File: config.mk
export PLATFORM = sky130hd
export DESIGN_NAME = matrix_stream_reader
export DESIGN_NICKNAME = d
export VERILOG_FILES = /design/src/rtl/matrix_stream_reader.sv
export SDC_FILE = /design/constraint.sdc
export NUM_CORES = 1
export LEC_CHECK = 0
export ABC_CLOCK_PERIOD_IN_PS = 3890
export CAP_MARGIN = 20
export CORE_UTILIZATION = 52
export CTS_CLUSTER_DIAMETER = 100
export CTS_CLUSTER_SIZE = 28
export DETAILED_ROUTE_END_ITERATION = 8
export PLACE_DENSITY_LB_ADDON = 0.3
export SYNTH_ARGS = -nofsm -noshare
export SYNTH_HDL_FRONTEND = slang
export SYNTH_SLANG_ARGS = --single-unit
File: constraint.sdc
create_clock -name clk -period 3.89 [get_ports clk]
set_clock_uncertainty 0.05 [all_clocks]
set_input_delay 0.5835 -clock clk [delete_from_list [all_inputs] [get_ports clk]]
set_output_delay 0.5835 -clock clk [all_outputs]
set_load 0.05 [all_outputs]
File: src/rtl/matrix_stream_reader.sv
// rtl/matrix_stream_reader.sv - walks a rows x cols sub-matrix through the memory read port
// and streams each element out with its (row, col) tags and a last flag.
module matrix_stream_reader #(
    parameter int DATA_WIDTH = 8,
    parameter int MAX_DIM    = 10
) (
    input  logic                  clk,
    input  logic                  rst_n,
    input  logic                  start,
    input  logic                  transpose,
    input  logic [3:0]            num_rows,
    input  logic [3:0]            num_cols,
    output logic                  busy,
    output logic                  done,
    output logic                  err,
    output logic                  en_ReadMat,
    output logic                  en_WriteMat,
    output logic [3:0]            rowAddr,
    output logic [3:0]            colAddr,
    input  logic [DATA_WIDTH-1:0] readData,
    output logic                  out_valid,
    input  logic                  out_ready,
    output logic [DATA_WIDTH-1:0] out_data,
    output logic [3:0]            out_row,
    output logic [3:0]            out_col,
    output logic                  out_last
);

    typedef enum logic [2:0] {IDLE, REQ, CAP, OUT, FIN} state_t;

    localparam logic [3:0] MAX_D = 4'(MAX_DIM);

    state_t     state, state_nxt;
    logic       tr_q;
    logic [3:0] rows_q, cols_q;
    logic [3:0] r, c;
    logic       err_q;
    logic       dims_bad, last_elem, hs;

    assign dims_bad  = (num_rows == 4'd0) || (num_cols == 4'd0) ||
                       (num_rows > MAX_D) || (num_cols > MAX_D);
    assign last_elem = (r == rows_q - 4'd1) && (c == cols_q - 4'd1);
    assign hs        = out_valid && out_ready;

    always_comb begin
        state_nxt   = state;
        busy        = 1'b0;
        done        = 1'b0;
        err         = 1'b0;
        en_ReadMat  = 1'b0;
        en_WriteMat = 1'b0;
        // Indices only move when entering REQ or on start, so they double as addresses.
        rowAddr     = r;
        colAddr     = c;
        case (state)
            IDLE: if (start) state_nxt = dims_bad ? FIN : REQ;
            REQ: begin
                busy       = 1'b1;
                en_ReadMat = 1'b1;
                state_nxt  = CAP;
            end
            CAP: begin
                busy      = 1'b1;
                state_nxt = OUT;
            end
            OUT: begin
                busy = 1'b1;
                if (hs) state_nxt = out_last ? FIN : REQ;
            end
            FIN: begin
                done      = 1'b1;
                err       = err_q;
                state_nxt = IDLE;
            end
            default: state_nxt = IDLE;
        endcase
    end

    always_ff @(posedge clk or negedge rst_n) begin
        if (!rst_n) begin
            state     <= IDLE;
            tr_q      <= 1'b0;
            rows_q    <= 4'd0;
            cols_q    <= 4'd0;
            r         <= 4'd0;
            c         <= 4'd0;
            err_q     <= 1'b0;
            out_valid <= 1'b0;
            out_data  <= '0;
            out_row   <= 4'd0;
            out_col   <= 4'd0;
            out_last  <= 1'b0;
        end else begin
            state <= state_nxt;
            case (state)
                IDLE: if (start) begin
                    tr_q   <= transpose;
                    rows_q <= num_rows;
                    cols_q <= num_cols;
                    r      <= 4'd0;
                    c      <= 4'd0;
                    err_q  <= dims_bad;
                end
                CAP: begin
                    out_data  <= readData;
                    out_row   <= r;
                    out_col   <= c;
                    out_last  <= last_elem;
                    out_valid <= 1'b1;
                end
                OUT: if (hs) begin
                    out_valid <= 1'b0;
                    out_last  <= 1'b0;
                    if (!out_last) begin
                        if (!tr_q) begin
                            if (c == cols_q - 4'd1) begin
                                c <= 4'd0;
                                r <= r + 4'd1;
                            end else begin
                                c <= c + 4'd1;
                            end
                        end else begin
                            if (r == rows_q - 4'd1) begin
                                r <= 4'd0;
                                c <= c + 4'd1;
                            end else begin
                                r <= r + 4'd1;
                            end
                        end
                    end
                end
                FIN: err_q <= 1'b0;
                default: ;
            endcase
        end
    end

endmodule

# Word-level counts from Yosys, hierarchy flattened
# Cells that the tools add are included.
totals:
  regBits: 39
  elab_cells: 74
  out_inout_bits: 31
  in_bits: 21
classes:
  n_addsub: 4
  reduce_logical: 18
  n_eq_ne: 11
  muxes: 27
  magnitude_cmp: 2
ops:
  columns: ["operator", "count"]
  rows:
  - ["two-way mux 4 bit", 11]
  - ["case mux 4 bit (2 select lines)", 2]
  - ["two-way mux 3 bit", 4]
  - ["case mux 3 bit (4 select lines)", 1]
  - ["AND reduction 5 bit", 2]
  - ["adder 4 x 1 -> 4 bit (second input constant)", 2]
  - ["== test 4 bit", 2]
  - ["greater-than comparator 4 bit (second input constant)", 2]
  - ["zero test 4 bit", 2]
  - ["AND reduction 2 bit", 4]
  - ["subtractor 4 x 1 -> 4 bit (second input constant)", 2]
  - ["== test 3 x 2 -> 1 bit (second input constant)", 2]
  - ["two-way mux 1 bit", 6]
  - ["!= test 2 bit (second input constant)", 3]
  - ["!= test 3 bit (second input constant)", 2]
  - ["case mux 1 bit (2 select lines)", 3]
  - ["nonzero test 2 bit", 3]
  - ["== test 3 x 1 -> 1 bit (second input constant)", 1]
  - ["== test 3 bit (second input constant)", 1]
  - ["zero test 3 bit", 1]
  - ["logical OR 1 bit", 3]
  - ["OR reduction 3 bit", 1]
  - ["logical AND 1 bit", 2]

# Logic depth before layout (Yosys ltp)
# Gate-level depths: netlist of the first run.
logic_depth:
  word_depth: 7
  depth_mapped: 7
  mapped_depth_nobuf: 7

# Worst setup path before layout of the first run
# OpenSTA, ideal clock, no wires.
synth_timing:
  kind: "register -> output"
  from: "register state[1]"
  to: "output port en_ReadMat"
  setup_slack_ps: 1599
  stages_incl_launch_ff: 3
  arrival_ps: 1657
  path_buffers: 1
  required_time_ps: 3257
  path_cell_list: "dfrtp_1 buf_4 nor3b_1"
synth_via:
  elab_chain_len: 2
synth_rtl:
  columns: ["item", "line", "text"]
  rows:
  - ["start: declaration", "33", "state_t state, state_nxt;"]
  - ["start signal: assignment", "94", "state <= state_nxt;"]
  - ["== test 3 x 1 -> 1 bit", "55", "case (state)"]
  - ["two-way mux 1 bit", "55", null]
  - ["end: declaration", "16", "output logic en_ReadMat,"]
# Every way passes these cells.

# Worst setup path in the final report of the first run
layout_timing:
  from: "register state[0]"
  to: "output port done"
layout_via:
  elab_chain_len: 2
layout_rtl:
  columns: ["item", "line", "text"]
  rows:
  - ["== test 3 bit", "55", null]
  - ["two-way mux 1 bit", "55", null]
  - ["end: declaration", "14", "output logic done,"]
# Every way passes these cells.

==> results.sh, run 1 <==
export IMPL_outcome="complete, no violations"
export IMPL_crit_path_end_kind="output pin"
export IMPL_crit_buf_inv=1
export IMPL_fp_dieArea_um2=4090
export IMPL_fp_coreArea_um2=3660
export IMPL_worst_pin_slew_ns=0.920
export IMPL_period_share_pct=66.0
export IMPL_ctsResizeCount=0
export IMPL_cts_htree_levels=2
export IMPL_synth_most_common_cell="dfrtp_1"
export IMPL_track_usage_pct=21.9
export IMPL_critical_path_class="reg2out"
export IMPL_utilization_pct=70.8
export IMPL_slowest_stage="clkdlybuf4s50_1"
export IMPL_cts_sink_count=39
export IMPL_diodes=0
export IMPL_gp_congestion=0.802
export IMPL_drtPass1Iterations=4
export IMPL_wirelength_um=4040
export IMPL_layout_nets=240
export IMPL_fmax_ghz=0.390
export IMPL_ys_flop_type="dfrtp_1"
export IMPL_drc_errors=0
export IMPL_clk_pin_slew_ns=0.07
export IMPL_relSlewSlack_pct=38.6
export IMPL_detailed_place_hpwl_um=2950
export IMPL_fin_tns_setup_ns=0
export IMPL_grt_max_degree=40
export IMPL_cts_tree="done"
export IMPL_drt_antenna_violating_nets=0
export IMPL_yosysSeqAreaShare_pct=48.9
export IMPL_async_flop_share_pct=100
export IMPL_ctsHoldBuffers=0
export IMPL_die_x_um=64.0
export IMPL_fin_total_pwr_w=0.00251
export IMPL_synthesis_area_um2=2000
export IMPL_synth_common_cells="dfrtp_1, mux2_2, mux2_1, nand2_1, xnor2_1"
export IMPL_synth_area_per_cell_um2=12.2
export IMPL_cts_buffer_depth=2
export IMPL_required_ns=3.26
export IMPL_crit_family="buffers and inverters"
export IMPL_cts_buffers=5
export IMPL_cts_root_buffer="clkbuf_8"
export IMPL_synth_seq_cells=39
export IMPL_routedWlPerCell_um=15.3
export IMPL_io_pins=52
export IMPL_grt_pass1_wl_um=6890
export IMPL_insertion_delay_ns=0.28
export IMPL_synth_edf_count=0
export IMPL_syn_nets=189
export IMPL_synth_cells=164
export IMPL_synth_top_cell_area_share_pct=48.9
export IMPL_synth_top_area_cell="dfrtp_1"
export IMPL_grt_pass1_vias=1534
export IMPL_power_density_nw_per_um2=969
export IMPL_placed_area_um2=2510
export IMPL_p_leak_nw=1.13
export IMPL_drt_iter0_markers=99
export IMPL_via_per_inst=5.68
export IMPL_arrival_ns=1.93
export IMPL_rows=22
export IMPL_slowest_delay_ns=0.80
export IMPL_worstPathCellList="nor2_1, and2_1, clkdlybuf4s50_1"
export IMPL_io_buffer_count=50
export IMPL_drive_gt1_share_pct=14.4
export IMPL_hold_path_class="in2async"
export IMPL_finalHoldViolations=0
export IMPL_postCtsSetupBuffers=0
export IMPL_vias=1499
export IMPL_grt_setup_unrepaired="false"
export IMPL_synthTopCellsByArea="dfrtp_1, mux2_2, mux2_1"
export IMPL_syn2layout_area_growth_pct=29.9
export IMPL_die_h_um=64.0
export IMPL_drv_slew=0
export IMPL_initial_core_util_pct=54.5
export IMPL_stdcell_area_um2=2590
export IMPL_start_kind="register"
export IMPL_grt_antenna_before_repair=0
export IMPL_gr_total_overflow=0
export IMPL_crit_path_max_fanout=10
export IMPL_fin_crit_ns=2.57
export IMPL_yosys_warnings=0
export IMPL_finalSetupViolations=0
export IMPL_drv_cap=0
export IMPL_vdd_drop_max_uv=633
export IMPL_synth_cell_types=46
-- flip-flops by register name, indices dropped and copies added (netlist names), 3 cells and up --
signal and cells:
rows_q 4, rowAddr 4, colAddr 4, state 3, out_data 8, out_row 4
out_col 4, cols_q 4
-- metal layers --
layer / wire [µm] / track usage, %
met5: 0 / 0
met4: 91 / 9.38
met3: 187 / 4.11
met2: 2040 / 37.0
met1: 1720 / 27.3
-- area by class of cell --
cell class                      count  area (µm²)
Fill cell                         264        1070
Sequential cell                    39         976
Multi-Input combinational cell    115         965
Timing Repair Buffer               50         495
Clock buffer                        7        76.3
Tap cell                           48        60.1
Inverter                            4        15.0
Clock inverter                      1        5.00
-- worst register-to-register path, stage by stage (launching register included) --
cell	delay, ns
dfrtp_1	0.49
nor3_1	0.35
nand2_1	0.43
o31ai_4	0.21
o21ai_1	0.19
a221o_1	0.37
-- report_power, final --
| group | leakage (nW) | total, W | internal (W) | switching, W |
|---|---|---|---|---|
| Sequential | 0.477 | 0.000776 | 0.000590 | 0.000186 |
| Clock | 0.0422 | 0.000255 | 0.000126 | 0.000130 |
| Combinational | 0.613 | 0.00148 | 0.000610 | 0.000870 |
| Total | 1.13 | 0.00251 | 0.00133 | 0.00119 |
-- logic make-up after synthesis --
logic type | share of synthesized area, %
xor+xnor | 5.58
flops | 48.9
buf+inv | 2.76
compound gates | 12.6
fa+ha+maj | 2.51
other cells | 0.188
mux | 15.2
simple gates | 12.2
-- stage by stage --
step | instances | worst slack (ns) | hold slack (ns)
6_report | 264 | 1.32 | 0.371
5_1_grt | 264 | 1.22 | 0.446
4_1_cts | 264 | 1.32 | 0.396
3_5_place_dp | 256 | 1.53 | 0.427
3_3_place_gp | 256 | 1.59 | 0.422
2_1_floorplan | 164 | 1.60 | 0.238
-- worst paths after layout --
kind	depth (start not counted)	slack [ns]	from	end
max	3	1.32	state[0]	done
max reg2reg	5	1.68	state[0]	rowAddr[2]
max in group asynchronous	1	2.88	rst_n	out_row[2]
min reg2reg	1	0.44	out_data[5]	out_data[5]
min	1	0.37	rst_n	state[2]
min in group clk	1	0.44	out_data[5]	out_data[5]
-- layout by cell type (no fill, tap or decap), drive strengths merged, types with 2 or more instances in the layout --
cell type,n
a211o,2
a21o,3
a21oi,4
a22o,3
and2,2
and3,2
and3b,2
clkbuf,7
clkdlybuf4s50,49
dfrtp,39
ha,4
inv,4
mux2,27
nand2,11
nand2b,3
nand3,2
nor2,6
nor2b,2
nor3,7
o21a,2
o21ai,4
o41ai,2
xnor2,7
xor2,3
(Power assumes the default switching activity.)
==> run 2: changes to the inputs <==
--- a/config.mk
+++ b/config.mk
@@ -5,9 +5,9 @@
 export SDC_FILE = /design/constraint.sdc
 export NUM_CORES = 1
 export LEC_CHECK = 0
-export ABC_CLOCK_PERIOD_IN_PS = 3890
+export ABC_CLOCK_PERIOD_IN_PS = 2150
 export CAP_MARGIN = 20
-export CORE_UTILIZATION = 52
+export CORE_UTILIZATION = 44
 export CTS_CLUSTER_DIAMETER = 100
 export CTS_CLUSTER_SIZE = 28
 export DETAILED_ROUTE_END_ITERATION = 8
==> constraint.sdc (replaced) <==
create_clock -name clk -period 2.15 [get_ports clk]
set_clock_uncertainty 0.05 [all_clocks]
set_input_delay 0.3225 -clock clk [delete_from_list [all_inputs] [get_ports clk]]
set_output_delay 0.3225 -clock clk [all_outputs]
set_load 0.05 [all_outputs]
==> run 2 against run 1 <==
  * Via count is 0.20% lower
  * Combinational power is 90% higher
  * Die area is 18% higher
  * Sequential share of layout area is 0.83 points lower
  * Sequential power is 80% higher
  * Critical path depth is 4 higher
  * Cell count is 3.8% higher
  * Flip-flop and latch count stayed put
  * Critical endpoint is now rowAddr[2]
  * Largest cell class is now multi-input gates
  * Largest power group unchanged
==> results.sh, run 2 (synthesis results as in run 1) <==
export IMPL_cts_buffer_depth=2
export IMPL_drtPass1Iterations=4
export IMPL_final_cell_mix="clkdlybuf4s50_1, dfrtp_1, mux2_2"
export IMPL_finalHoldViolations=0
export IMPL_track_usage_pct=19.1
export IMPL_cts_buffers=5
export IMPL_die_h_um=69.3
export IMPL_relSlewSlack_pct=43.2
export IMPL_via_per_inst=5.46
export IMPL_worst_pin_slew_ns=0.852
export IMPL_drt_antenna_violating_nets=0
export IMPL_timing_reg2reg_setup_slack_ns=0.11
export IMPL_cts_root_buffer="clkbuf_8"
export IMPL_drt_iter0_markers=95
export IMPL_period_share_pct=94.7
export IMPL_slowest_stage="xor3_1"
export IMPL_final_common_cell="clkdlybuf4s50_1"
export IMPL_clk_pin_slew_ns=0.07
export IMPL_fp_coreArea_um2=4350
export IMPL_cts_tree="done"
export IMPL_arrival_ns=2.16
export IMPL_largest_register="out_data"
export IMPL_drive_gt1_share_pct=18.9
export IMPL_fin_tns_setup_ns=0
export IMPL_whs_ns=0.0869
export IMPL_largest_register_ffs=8
export IMPL_fp_dieArea_um2=4810
export IMPL_worstPathCellList="inv_1, ha_1, xor3_1, nor3_4, a31oi_2, o211a_1, a221o_1"
export IMPL_die_x_um=69.3
export IMPL_routedWlPerCell_um=15.2
export IMPL_initial_core_util_pct=45.8
export IMPL_crit_path_end_kind="register"
export IMPL_start_kind="register"
export IMPL_p_leak_nw=1.17
export IMPL_cts_sink_count=39
export IMPL_diodes=0
export IMPL_crit_path_max_fanout=4
export IMPL_outcome="complete, no violations"
export IMPL_drv_cap=0
export IMPL_slowest_delay_ns=0.44
export IMPL_vias=1496
export IMPL_power_density_nw_per_um2=1760
export IMPL_hold_path_class="in2async"
export IMPL_drv_slew=0
export IMPL_fillerInstances=353
export IMPL_syn2layout_area_growth_pct=32.9
export IMPL_grt_pass1_vias=1571
export IMPL_grt_antenna_before_repair=0
export IMPL_cts_htree_levels=2
export IMPL_grt_setup_unrepaired="false"
export IMPL_post_place_cells=265
export IMPL_required_ns=2.27
export IMPL_io_buffer_count=50
export IMPL_timing_rr_end="rowAddr[2]"
export IMPL_r2r_start="rows_q[0]"
export IMPL_insertion_delay_ns=0.29
export IMPL_wirelength_um=4150
export IMPL_vdd_drop_max_uv=920
export IMPL_critical_path_class="reg2reg"
export IMPL_ff2ff_path_depth=7
export IMPL_layout_nets=246
export IMPL_finalSetupViolations=0
export IMPL_grt_max_degree=40
export IMPL_grt_pass1_wl_um=7200
export IMPL_fmax_ghz=0.491
export IMPL_rows=24
export IMPL_ctsHoldBuffers=0
export IMPL_fin_cells=274
export IMPL_gr_total_overflow=0
export IMPL_io_pins=52
export IMPL_detailed_place_hpwl_um=3130
export IMPL_drc_errors=0
export IMPL_fin_crit_ns=2.04
export IMPL_gp_congestion=0.821
run 2: changes by cell type in the layout (fill, tap and decap cells not counted):
cell,previous run,this run
a31oi_1,1,0
nor3_4,0,2
buf_4,0,10
clkdlybuf4s50_1,49,45
a31oi_2,0,1
nor3_2,4,2
run 2: per-layer routing:
| layer | vias up | global-route usage [%] | wire, µm |
|---|---|---|---|
| li1 | 706 | - | - |
| met4 | 0 | 6.80 | 69 |
| met1 | 736 | 22.1 | 1720 |
| met5 | - | 0 | 0 |
| met3 | 8 | 5.81 | 243 |
| met2 | 46 | 33.3 | 2120 |
run 2: through the flow:
stage	total power, W	instance area [µm²]	utilization [%]	setup slack [ns]
after floorplan	0.00334	2000	-	0.0635
after global placement	0.00405	2540	58.4	0.135
after detailed placement	0.00413	2540	58.4	0.0496
after CTS	0.00462	2630	60.3	0.0274
after global routing	0.00498	2650	60.9	0.0118
final	0.00467	2650	60.9	0.113
run 2: layout make-up:
| cell class | count | area [µm²] | area share [%] |
|---|---|---|---|
| clock inverter | 1 | 5.00 | 0.189 |
| sequential | 39 | 976 | 36.8 |
| timing repair buffer | 56 | 531 | 20.0 |
| multi-input combinational | 115 | 983 | 37.1 |
| clock buffer | 7 | 76.3 | 2.88 |
| tap | 52 | 65.1 | 2.45 |
| inverter | 4 | 15.0 | 0.566 |
run 2: critical path: cells and delay by family, from the launching register on:
kind / cells / cell delay [ns]
compound gates: 3 / 0.63
xor+xnor: 1 / 0.44
fa+ha+maj: 1 / 0.15
buf+inv: 1 / 0.07
flops: 1 / 0.41
simple gates: 1 / 0.17
run 2: worst max path at each step:
stage	cells after the start	from	end	slack (ns)
2_1_floorplan	5	rowAddr[2]	rowAddr[2]	0.06
3_3_place_gp	7	rows_q[0]	rowAddr[2]	0.14
3_5_place_dp	7	rows_q[0]	rowAddr[2]	0.05
4_1_cts	7	rows_q[0]	rowAddr[2]	0.03
5_1_grt	7	cols_q[0]	colAddr[2]	0.01
6_report	7	rows_q[0]	rowAddr[2]	0.11
run 2: power by group:
part / switching, W / total [W] / leakage (nW) / internal (W)
Clock: 0.000233 / 0.000461 / 0.0422 / 0.000227
Sequential: 0.000327 / 0.00140 / 0.477 / 0.00107
Combinational: 0.00165 / 0.00281 / 0.651 / 0.00116
Total: 0.00221 / 0.00467 / 1.17 / 0.00246
run 2: repair_timing:
| item | 4_1_cts | 5_1_grt |
|---|---|---|
| buffers inserted | 0 | 1 |
| gates resized for setup | 0 | 3 |
| setup endpoints to repair | 0 | 5 |
